`config.mk`:
```
export PLATFORM = sky130hd
export DESIGN_NAME = grid_serial_dump
export DESIGN_NICKNAME = d
export VERILOG_FILES = /design/src/rtl/grid_serial_dump.sv
export SDC_FILE = /design/constraint.sdc
export NUM_CORES = 1
export LEC_CHECK = 0
export ABC_AREA = 1
export BUFFER_PORTS_ARGS = -buffer_cell sky130_fd_sc_hd__buf_2
export CORE_ASPECT_RATIO = 0.8
export CORE_MARGIN = 5
export CORE_UTILIZATION = 45
export DETAILED_ROUTE_END_ITERATION = 7
export PLACE_DENSITY_LB_ADDON = 0.3
export SETUP_SLACK_MARGIN = 0.3
export SKIP_LAST_GASP = 1
export SLEW_MARGIN = 20
export SYNTH_ARGS = -nofsm -noshare
export SYNTH_HDL_FRONTEND = slang
export SYNTH_SLANG_ARGS = --single-unit
```
`constraint.sdc`:
```
create_clock -name CLK -period 1.7 [get_ports CLK]
set_input_delay 0.34 -clock CLK [delete_from_list [all_inputs] [get_ports CLK]]
set_output_delay 0.34 -clock CLK [all_outputs]
set_load 0.1 [all_outputs]
```
`src/rtl/grid_serial_dump.sv`:
```
// Serial readout of the grid word: snapshot on request, then shift out MSB first
// over a VALID/READY link, with an optional trailing even-parity bit.
module grid_serial_dump #(
    parameter int DATA_SIZE = 64,
    parameter int PARITY_EN = 0
) (
    input  logic                 CLK,
    input  logic                 RESET_N,
    input  logic [DATA_SIZE-1:0] GRID_IN,
    input  logic                 DUMP_REQ,
    input  logic                 ABORT,
    input  logic                 SERIAL_READY,
    output logic                 SERIAL_OUT,
    output logic                 SERIAL_VALID,
    output logic                 FRAME_START,
    output logic                 BUSY,
    output logic                 DONE
);

    localparam int              CNT_W    = $clog2(DATA_SIZE + 1);
    localparam logic [CNT_W-1:0] CNT_FULL = CNT_W'(DATA_SIZE);
    localparam logic [CNT_W-1:0] CNT_ONE  = CNT_W'(1);
    localparam logic            PAR_ON   = (PARITY_EN != 0);

    typedef enum logic [1:0] {
        ST_IDLE   = 2'd0,
        ST_SHIFT  = 2'd1,
        ST_PARITY = 2'd2
    } state_t;

    state_t               state_q, state_d;
    logic [DATA_SIZE-1:0] shadow_q, shadow_d;
    logic [CNT_W-1:0]     cnt_q, cnt_d;
    logic                 par_q, par_d;
    logic                 serial_valid_q, serial_valid_d;
    logic                 frame_start_q, frame_start_d;
    logic                 busy_q, busy_d;
    logic                 done_q, done_d;

    logic xfer;
    logic last_data;

    assign xfer      = serial_valid_q & SERIAL_READY;
    assign last_data = (cnt_q == CNT_ONE);

    // State register
    always_ff @(posedge CLK or negedge RESET_N) begin
        if (!RESET_N) begin
            state_q <= ST_IDLE;
        end else begin
            state_q <= state_d;
        end
    end

    // Next-state logic; ABORT outranks a simultaneous transfer
    always_comb begin
        state_d = state_q;
        unique case (state_q)
            ST_IDLE: begin
                if (DUMP_REQ) begin
                    state_d = ST_SHIFT;
                end
            end
            ST_SHIFT: begin
                if (ABORT) begin
                    state_d = ST_IDLE;
                end else if (xfer && last_data) begin
                    state_d = PAR_ON ? ST_PARITY : ST_IDLE;
                end
            end
            ST_PARITY: begin
                if (ABORT || xfer) begin
                    state_d = ST_IDLE;
                end
            end
            default: state_d = ST_IDLE;
        endcase
    end

    // Datapath and registered-output next values
    always_comb begin
        shadow_d       = shadow_q;
        cnt_d          = cnt_q;
        par_d          = par_q;
        serial_valid_d = serial_valid_q;
        frame_start_d  = frame_start_q;
        busy_d         = busy_q;
        done_d         = 1'b0;

        unique case (state_q)
            ST_IDLE: begin
                serial_valid_d = 1'b0;
                frame_start_d  = 1'b0;
                busy_d         = 1'b0;
                if (DUMP_REQ) begin
                    shadow_d       = GRID_IN;
                    cnt_d          = CNT_FULL;
                    par_d          = ^GRID_IN;
                    serial_valid_d = 1'b1;
                    frame_start_d  = 1'b1;
                    busy_d         = 1'b1;
                end
            end
            ST_SHIFT: begin
                if (ABORT) begin
                    shadow_d       = '0;
                    serial_valid_d = 1'b0;
                    frame_start_d  = 1'b0;
                    busy_d         = 1'b0;
                end else if (xfer) begin
                    frame_start_d = 1'b0;
                    cnt_d         = cnt_q - CNT_ONE;
                    if (last_data) begin
                        // The parity bit rides in the shadow MSB so SERIAL_OUT stays a plain flop tap
                        shadow_d                = '0;
                        shadow_d[DATA_SIZE-1]   = par_q & PAR_ON;
                        if (!PAR_ON) begin
                            serial_valid_d = 1'b0;
                            busy_d         = 1'b0;
                            done_d         = 1'b1;
                        end
                    end else begin
                        shadow_d = {shadow_q[DATA_SIZE-2:0], 1'b0};
                    end
                end
            end
            ST_PARITY: begin
                if (ABORT) begin
                    shadow_d       = '0;
                    serial_valid_d = 1'b0;
                    frame_start_d  = 1'b0;
                    busy_d         = 1'b0;
                end else if (xfer) begin
                    shadow_d       = '0;
                    serial_valid_d = 1'b0;
                    busy_d         = 1'b0;
                    done_d         = 1'b1;
                end
            end
            default: begin
                shadow_d       = '0;
                serial_valid_d = 1'b0;
                frame_start_d  = 1'b0;
                busy_d         = 1'b0;
            end
        endcase
    end

    always_ff @(posedge CLK or negedge RESET_N) begin
        if (!RESET_N) begin
            shadow_q       <= '0;
            cnt_q          <= '0;
            par_q          <= 1'b0;
            serial_valid_q <= 1'b0;
            frame_start_q  <= 1'b0;
            busy_q         <= 1'b0;
            done_q         <= 1'b0;
        end else begin
            shadow_q       <= shadow_d;
            cnt_q          <= cnt_d;
            par_q          <= par_d;
            serial_valid_q <= serial_valid_d;
            frame_start_q  <= frame_start_d;
            busy_q         <= busy_d;
            done_q         <= done_d;
        end
    end

    assign SERIAL_OUT   = shadow_q[DATA_SIZE-1];
    assign SERIAL_VALID = serial_valid_q;
    assign FRAME_START  = frame_start_q;
    assign BUSY         = busy_q;
    assign DONE         = done_q;

endmodule

```
==> results.json, run 1 <==
{
  "io_buffers": 73,
  "routabilityCongestion": 0.776,
  "yosysSeqAreaShare_pct": 45.6,
  "worst_slew_pin_slew_ps": 475,
  "fin_skew_ps": 5.93,
  "max-cap-violations": 0,
  "maxSlewViolCount": 0,
  "synth-compound-area-share_pct": 16.3,
  "fmax_mhz": 695,
  "synth_fa_ha_area_share_pct": 0.608,
  "cp_top_family": "simple AND/OR/NAND/NOR gates",
  "post-dp-hpwl_mm": 6.30,
  "min_period_over_period_pct": 84.7,
  "crit_arrival_ps": 1700,
  "slew_headroom_pct": 68.3,
  "syn_inst": 563,
  "antenna_found_initial": 0,
  "holdWs_ps": 246,
  "leakage_nw": 2.73,
  "peakVddDrop_mv": 0.880,
  "synth-seq-cells": 75,
  "met1_usage_pct": 27.6,
  "die_width_um": 117,
  "crit_required_ps": 1960,
  "cts-buffers-inserted": 9,
  "powerDensity_nw_per_um2": 1800,
  "clk-insertion-delay-late_ps": 340,
  "layout.cells.non_filler": 766,
  "cts_tree": "done",
  "final_cell_mix": "nor2_1, a21oi_1, dfrtp_1",
  "cp_max_fo": 16,
  "gr-max-usage-layer": "met2",
  "placeableCoreArea_um2": 9000,
  "htreeDepth": 3,
  "layout_setup_ws_ps": 260,
  "fill_cells": 810,
  "grtUsageMet3_pct": 5.08,
  "max_stage_delay_ps": 390,
  "cts_root_buf": "clkbuf_16",
  "fin_crit_ps": 1440,
  "layout.nets": 717,
  "vias": 4239,
  "setup_viol_count_final": 0,
  "syn_avg_cell_area_um2": 7.31,
  "ios": 74,
  "synthTopCellsByArea": "dfrtp_1, a21oi_1, nor2_1",
  "drt-wirelength-per-cell_um": 17.1,
  "criticalPathCategory": "register to register",
  "rows": 31,
  "synth_area_leader_cell": "dfrtp_1",
  "viasPerCell": 5.53,
  "drtIter0Drc": 482,
  "finalSetupTns_ps": 0,
  "grt_pass1_vias": 3754,
  "grt_pass1_wl_mm": 17.5,
  "postRouteAntennaNets": 0,
  "globalRouteOverflowTotal": 0,
  "hold_viol_final": 0,
  "drive_gt1_share_pct": 25.3,
  "first_pass_iters": 5,
  "route.final.wire_length_mm": 13.1,
  "synth_top_area_share_pct": 45.6,
  "crit_chain": "inv_2 -> nor2_4 -> buf_12 -> nand2_8 -> nand2_4 -> nor2_1 -> a21oi_1",
  "synth_mux_area_share_pct": 0,
  "outcome": "finished, final reports clean",
  "placed_cells": 721,
  "syn_to_final_growth_pct": 33.6,
  "die_h_um": 95.5,
  "rrSetupSlack_ps": 260,
  "slowest_stage": "dfrtp_2",
  "drc": 0,
  "crit_buf_inv": 2,
  "fin_util_pct": 61.1,
  "synth.distinct_cells": 22,
  "clock_sinks": 75,
  "grt_max_degree": 54,
  "rsz0062_at_grt": "yes",
  "start_util_pct": 45.7,
  "cp-start-kind": "register",
  "end_kind": "register",
  "die_area_um2": 11200,
  "n_antenna_cell": 0,
  "dp_slack_ps": 140,
  "clk_pin_slew_worst_paths_ps": 60,
  "synth_top_family_by_area": "simple AND/OR/NAND/NOR gates",
  "hp-class": "primary input to register",
  "cts_buffer_depth": 2,
  "layout_commonest_cell": "nor2_1",
  "yosys.area_share.simple_pct": 24.5,
  "yosysWarnings": 0,
  "grt_use_met2_pct": 30.1,
  "track_usage_pct": 19.5,
  "synthXorXnorAreaFrac_pct": 0,
  "synth_area_um2": 4120,
  "syn_nets": 634
}
-- report_power, final --
| group | internal [mW] | total, mW | switching (mW) |
|---|---|---|---|
| logic | 1.71 | 4.52 | 2.81 |
| clock network | 1.36 | 2.13 | 0.763 |
| registers | 2.68 | 3.25 | 0.570 |
| total | 5.75 | 9.90 | 4.15 |
-- worst paths after layout --
check	from	to	depth (start not counted)
max	state_q[0]$_DFFE_PN0P_	shadow_q[42]$_DFFE_PN0P_	7
min	GRID_IN[0]	shadow_q[0]$_DFFE_PN0P_	2
max reg2reg	state_q[0]$_DFFE_PN0P_	shadow_q[42]$_DFFE_PN0P_	7
min reg2reg	FRAME_START$_DFFE_PN0P_	FRAME_START$_DFFE_PN0P_	2
max in group asynchronous	RESET_N	shadow_q[45]$_DFFE_PN0P_	3
min in group asynchronous	RESET_N	cnt_q[1]$_DFFE_PN0P_	2
-- registers in the layout, summed over array words and instances (netlist names) --
register	cells
DONE	1
shadow_q	64
cnt_q	7
FRAME_START	1
state_q	1
BUSY	1
-- logic make-up after synthesis --
kind of cell	after synthesis
simple gates	234
compound gates	133
buf+inv	119
flops	75
fa+ha+maj	2
-- timing repair --
| action | in CTS | in global routing |
|---|---|---|
| cloned | 1 | 16 |
| setup endpoints to repair | 71 | 69 |
| hold buffers | 1 | 0 |
| resized for setup | 13 | 44 |
| buffers inserted | 3 | 8 |
| pin swaps | 2 | 9 |
| hold endpoints to repair | 30 | 0 |
-- area by class of cell --
class                           instances  area [um^2]  share of cell area, %
Timing Repair Buffer                  110          947                   17.2
Inverter                               76          285                   5.19
Sequential cell                        75         1880                   34.3
Clock inverter                          4         72.6                   1.32
Tap cell                              115          144                   2.62
Multi-Input combinational cell        374         1910                   34.7
Clock buffer                           12          256                   4.67
-- per-stage QoR --
| stage | total power, mW | instance area, um^2 |
|---|---|---|
| 6_report | 9.90 | 5500 |
| 5_1_grt | 10.5 | 5500 |
| 4_1_cts | 9.02 | 4960 |
| 3_5_place_dp | 6.74 | 4530 |
| 3_3_place_gp | 6.60 | 4530 |
| 2_1_floorplan | 6.05 | 4140 |
-- Yosys cell counts --
master and count:
a21oi_1 126, buf_1 3, o21ai_1 1, nor2_4 1
clkbuf_1 10, a22o_1 1, nor2_1 132, or2_1 1
buf_6 7, inv_2 1, buf_2 21, o21ai_0 4
dfrtp_1 75, nand3_1 70, nand2_8 1, inv_1 75
o22ai_1 1, buf_4 2, ha_1 2, nand2_2 1
nand2_1 22, nand4_1 6
-- per-layer routing --
layer | routed length [um] | up-vias
met4 | 254 | 0
li1 | - | 1978
met1 | 5340 | 1984
met5 | 0 | -
met2 | 6060 | 246
met3 | 1460 | 31
No activity file was read; power rests on OpenSTA's default activity.
==> inputs of run 2 (changes only) <==
Settings changed: ABC_AREA 1 to 0.
Clock period 1.7 ns to 1.3 ns, I/O delays scaled along.
==> results.json, run 2 <==
{
  "n_antenna_cell": 0,
  "violations": "setup timing",
  "grt_pass1_wl_mm": 19.1,
  "drtIter0Drc": 246,
  "routabilityCongestion": 0.807,
  "syn_inst": 370,
  "antenna_found_initial": 0,
  "fin_crit_ps": 1640,
  "cp-start-kind": "register",
  "postRouteAntennaNets": 0,
  "crit_required_ps": 1500,
  "hold_viol_final": 0,
  "cts_buffer_depth": 2,
  "criticalPathCategory": "register to register",
  "final_cell_mix": "dfrtp_1, buf_2, a2bb2oi_1",
  "clock_sinks": 75,
  "holdWs_ps": 183,
  "rows": 31,
  "reg.largest.list": "shadow_q (64), cnt_q (7)",
  "clk_pin_slew_worst_paths_ps": 60,
  "min_period_over_period_pct": 126,
  "leakage_nw": 2.31,
  "globalRouteOverflowTotal": 0,
  "worst_slew_pin_slew_ps": 392,
  "cts_root_buf": "clkbuf_16",
  "io_buffers": 73,
  "drt-wirelength-per-cell_um": 19.7,
  "layout.nets": 529,
  "crit_arrival_ps": 1840,
  "fin_skew_ps": 5.27,
  "first_pass_iters": 5,
  "route.final.wire_length_mm": 11.4,
  "async_flop_share_pct": 100,
  "die_h_um": 96.0,
  "synth_edf_count": 0,
  "syn_avg_cell_area_um2": 11.2,
  "maxSlewViolCount": 0,
  "max_stage_delay_ps": 570,
  "yosysSeqAreaShare_pct": 45.2,
  "track_usage_pct": 20.5,
  "largest_register_ffs": 64,
  "end_kind": "register",
  "cts_tree": "done",
  "die_area_um2": 11300,
  "slew_headroom_pct": 73.8,
  "layout_setup_ws_ps": -340,
  "synth_top_area_share_pct": 45.2,
  "grt_pass1_vias": 3679,
  "powerDensity_nw_per_um2": 1630,
  "setup_viol_count_final": 71,
  "clk-insertion-delay-late_ps": 330,
  "largest_register": "shadow_q",
  "hp-class": "primary input to register",
  "htreeDepth": 3,
  "drc": 0,
  "placeableCoreArea_um2": 9040,
  "yosysMostFrequentCell": "dfrtp_1",
  "layout_commonest_cell": "dfrtp_1",
  "grt_max_degree": 33,
  "start_util_pct": 46.0,
  "max-cap-violations": 0,
  "die_width_um": 117,
  "synth-seq-cells": 75,
  "fmax_mhz": 610,
  "yosysWarnings": 0,
  "drive_gt1_share_pct": 43.8,
  "vias": 3734,
  "synth_area_leader_cell": "dfrtp_1",
  "viasPerCell": 6.46,
  "synthTopCellsByArea": "dfrtp_1, a221oi_1, a2bb2oi_1",
  "rsz0062_at_grt": "yes",
  "synth.distinct_cells": 30,
  "outcome": "complete, but fails checks",
  "synth_ff_type": "dfrtp_1",
  "slowest_stage": "or4_4",
  "cts-buffers-inserted": 9,
  "peakVddDrop_mv": 0.833,
  "ios": 74,
  "crit_chain": "or4_4 -> buf_6 -> buf_12 -> o211ai_2 -> a2bb2oi_1",
  "syn_to_final_growth_pct": 35.9,
  "placed_cells": 551,
  "cp_max_fo": 14,
  "syn_nets": 441,
  "layout.cells.non_filler": 578,
  "dp_slack_ps": -542,
  "synth_area_um2": 4160,
  "post-dp-hpwl_mm": 7.38,
  "synth_common_cells": "dfrtp_1, a221oi_1, a2bb2oi_1"
}
## run 2: metrics by stage
step / util, % / cell area (um^2) / total power [mW] / TNS [ps]
floorplan: - / 4300 / 5.43 / -17650
global placement: 56.9 / 5150 / 6.27 / -26960
detailed placement: 56.9 / 5150 / 6.35 / -28630
CTS: 61.8 / 5590 / 9.23 / -17860
global route: 62.5 / 5650 / 9.70 / -21570
finish: 62.5 / 5650 / 9.23 / -17480
## run 2: final cells by class
class	instances	area, um^2
multi-input combinational	233	2110
inverter	5	18.8
clock inverter	6	88.8
clock buffer	10	229
tap	115	144
timing repair buffer	134	1180
sequential	75	1880
fill	720	3390
## run 2: final timing paths
path	startpoint	to	slack, ps	cells after the start
setup / recovery	cnt_q[5]$_DFFE_PN0P_	shadow_q[40]$_DFFE_PN0P_	-340	5
hold / removal	GRID_IN[0]	shadow_q[0]$_DFFE_PN0P_	180	3
setup reg to reg	cnt_q[5]$_DFFE_PN0P_	shadow_q[40]$_DFFE_PN0P_	-340	5
hold reg to reg	cnt_q[6]$_DFFE_PN0P_	cnt_q[6]$_DFFE_PN0P_	480	1
max in group asynchronous	RESET_N	shadow_q[39]$_DFFE_PN0P_	460	3
min in group asynchronous	RESET_N	BUSY$_DFFE_PN0P_	380	2
## run 2: where the power goes
group	internal, mW	total [mW]	leakage [nW]	switching, mW
clock network	1.68	2.68	0.149	0.993
registers	2.93	3.35	0.887	0.416
logic	1.63	3.21	1.28	1.58
## run 2: timing repair
action                     CTS  global route
cloned                       0             1
setup buffers                7             2
pin swaps                    5             3
hold endpoints to repair    20             0
resized for setup           14             9
hold buffers                 1             0
setup endpoints to repair   80            80
## run 2: logic make-up (layout without fill, tap and decap cells)
| kind of cell | Yosys count | in the layout | share of synthesized area (%) |
|---|---|---|---|
| muxes | 3 | 3 | 0.722 |
| and+or+nand+nor | 29 | 29 | 3.88 |
| DFF | 75 | 75 | 45.2 |
| adders and majority gates | 2 | 2 | 0.602 |
| buffers and inverters | 62 | 155 | 6.74 |
| AOI/OAI and AO/OA | 199 | 199 | 42.9 |
## run 2: worst max-delay path, delay by kind of cell, from the launching register on
kind            cells  cell delay (ps)
buf+inv             2              340
compound gates      2              230
simple gates        1              570
flops               1              380
## run 2: per-layer routing
metal,GRT usage [%],vias up,wire (um)
met5,0,-,0
met2,32.9,106,5440
met3,5.82,12,633
li1,-,1718,-
met1,28.1,1898,5180
met4,3.92,0,105
==> inputs of run 3 (changes only) <==
Settings changed: REMOVE_ABC_BUFFERS set to 1.
==> results.json, run 3 (synthesis gave the netlist of run 2 again) <==
{
  "htreeDepth": 3,
  "die_h_um": 96.0,
  "postRouteAntennaNets": 0,
  "first_pass_iters": 5,
  "slew_headroom_pct": 72.4,
  "layout.cells.non_filler": 579,
  "n_antenna_cell": 0,
  "io_buffers": 73,
  "powerDensity_nw_per_um2": 1630,
  "drt-wirelength-per-cell_um": 21.8,
  "hold_viol_final": 0,
  "grt_pass1_vias": 3834,
  "cts-buffers-inserted": 9,
  "drtIter0Drc": 415,
  "grt_pass1_wl_mm": 20.1,
  "largest_register": "shadow_q",
  "die_area_um2": 11300,
  "drive_gt1_share_pct": 44.8,
  "setup_viol_count_final": 76,
  "routabilityCongestion": 0.793,
  "grt_use_met2_pct": 34.5,
  "start_util_pct": 46.0,
  "syn_to_final_growth_pct": 41.7,
  "cts_root_buf": "clkbuf_16",
  "rrSetupSlack_ps": -400,
  "holdWs_ps": 152,
  "cts_tree": "done",
  "crit_arrival_ps": 1900,
  "max-cap-violations": 0,
  "rows": 31,
  "grtUsageMet3_pct": 5.64,
  "globalRouteOverflowTotal": 0,
  "largest_register_ffs": 64,
  "fill_cells": 664,
  "reg.largest.list": "shadow_q (64), cnt_q (7)",
  "outcome": "complete, but fails checks",
  "min_period_over_period_pct": 130,
  "antenna_found_initial": 0,
  "placed_cells": 540,
  "drc": 0,
  "cp-start-kind": "register",
  "clk_pin_slew_worst_paths_ps": 60,
  "criticalPathCategory": "register to register",
  "violations": "setup timing",
  "layout_setup_ws_ps": -396,
  "route.final.wire_length_mm": 12.6,
  "gr-max-usage-layer": "met2",
  "post-dp-hpwl_mm": 6.80,
  "layout_commonest_cell": "dfrtp_1",
  "track_usage_pct": 21.9,
  "end_kind": "register",
  "worst_slew_pin_slew_ps": 414,
  "peakVddDrop_mv": 1.04,
  "fin_skew_ps": 6.20,
  "die_width_um": 117,
  "clk-insertion-delay-late_ps": 330,
  "ios": 74,
  "cp_max_fo": 22,
  "crit_required_ps": 1510,
  "fin_crit_ps": 1700,
  "cts_buffer_depth": 2,
  "grt_max_degree": 76,
  "fmax_mhz": 590,
  "final_cell_mix": "dfrtp_1, buf_2, a221oi_1",
  "layout.nets": 530,
  "met1_usage_pct": 30.1,
  "leakage_nw": 2.40,
  "hp-class": "primary input to register",
  "vias": 3931,
  "viasPerCell": 6.79,
  "clock_sinks": 75,
  "maxSlewViolCount": 0,
  "rsz0062_at_grt": "yes",
  "placeableCoreArea_um2": 9040
}
## run 3: final cells by class
| type | count | area, um^2 | share of cell area [%] |
|---|---|---|---|
| well taps | 115 | 144 | 2.44 |
| clock inverters | 2 | 35.0 | 0.595 |
| repair buffers | 135 | 1330 | 22.7 |
| inverters | 5 | 18.8 | 0.319 |
| clock buffers | 14 | 254 | 4.31 |
| flip-flops and latches | 75 | 1880 | 31.9 |
| multi-input cells | 233 | 2230 | 37.8 |
## run 3: final timing paths
kind	startpoint	endpoint	cells after the start
max	cnt_q[4]$_DFFE_PN0P_	shadow_q[29]$_DFFE_PN0P_	4
min in group asynchronous	RESET_N	shadow_q[41]$_DFFE_PN0P_	3
max in group asynchronous	RESET_N	shadow_q[4]$_DFFE_PN0P_	3
min reg2reg	cnt_q[6]$_DFFE_PN0P_	cnt_q[6]$_DFFE_PN0P_	1
max reg2reg	cnt_q[4]$_DFFE_PN0P_	shadow_q[29]$_DFFE_PN0P_	4
min	GRID_IN[0]	shadow_q[0]$_DFFE_PN0P_	3
## run 3: what timing repair did
item | 4_1_cts | 5_1_grt
endpoints found under the hold margin | 75 | 0
cloned | 4 | 3
endpoints found under the setup margin | 80 | 80
resized for setup | 30 | 25
pin swaps | 6 | 51
hold buffers | 1 | 0
buffers inserted | 12 | 3
## run 3: routing by layer
| metal | share of wire [%] | wire length [um] | vias to the layer above |
|---|---|---|---|
| met5 | 0 | 0 | - |
| met1 | 44 | 5520 | 1992 |
| met4 | 1.4 | 176 | 0 |
| met2 | 48 | 6070 | 184 |
| met3 | 6.9 | 866 | 27 |
| li1 | - | - | 1728 |
## run 3: stage by stage
step	utilization, %	worst slack (ps)	total power [mW]	area (um^2)	setup TNS (ps)
after global placement	55.7	-488	6.12	5030	-27930
after CTS	62.6	-340	9.10	5650	-20500
after floorplan	-	-7240	5.16	3890	-478130
after global routing	65.2	-431	9.99	5890	-25150
after detailed placement	55.7	-497	6.22	5030	-30030
final	65.2	-396	9.58	5890	-21130
## run 3: critical path, stage by stage, from the launching register on
cell	delay (ps)
dfrtp_1	380
or4_4	600
buf_12	190
o211ai_1	260
a2bb2oi_1	120
## run 3: where the power goes
| part | leakage [nW] | total [mW] | internal (mW) | switching (mW) |
|---|---|---|---|---|
| sequential | 0.892 | 3.38 | 2.93 | 0.450 |
| combinational | 1.36 | 3.71 | 1.92 | 1.79 |
| clock | 0.141 | 2.49 | 1.54 | 0.952 |
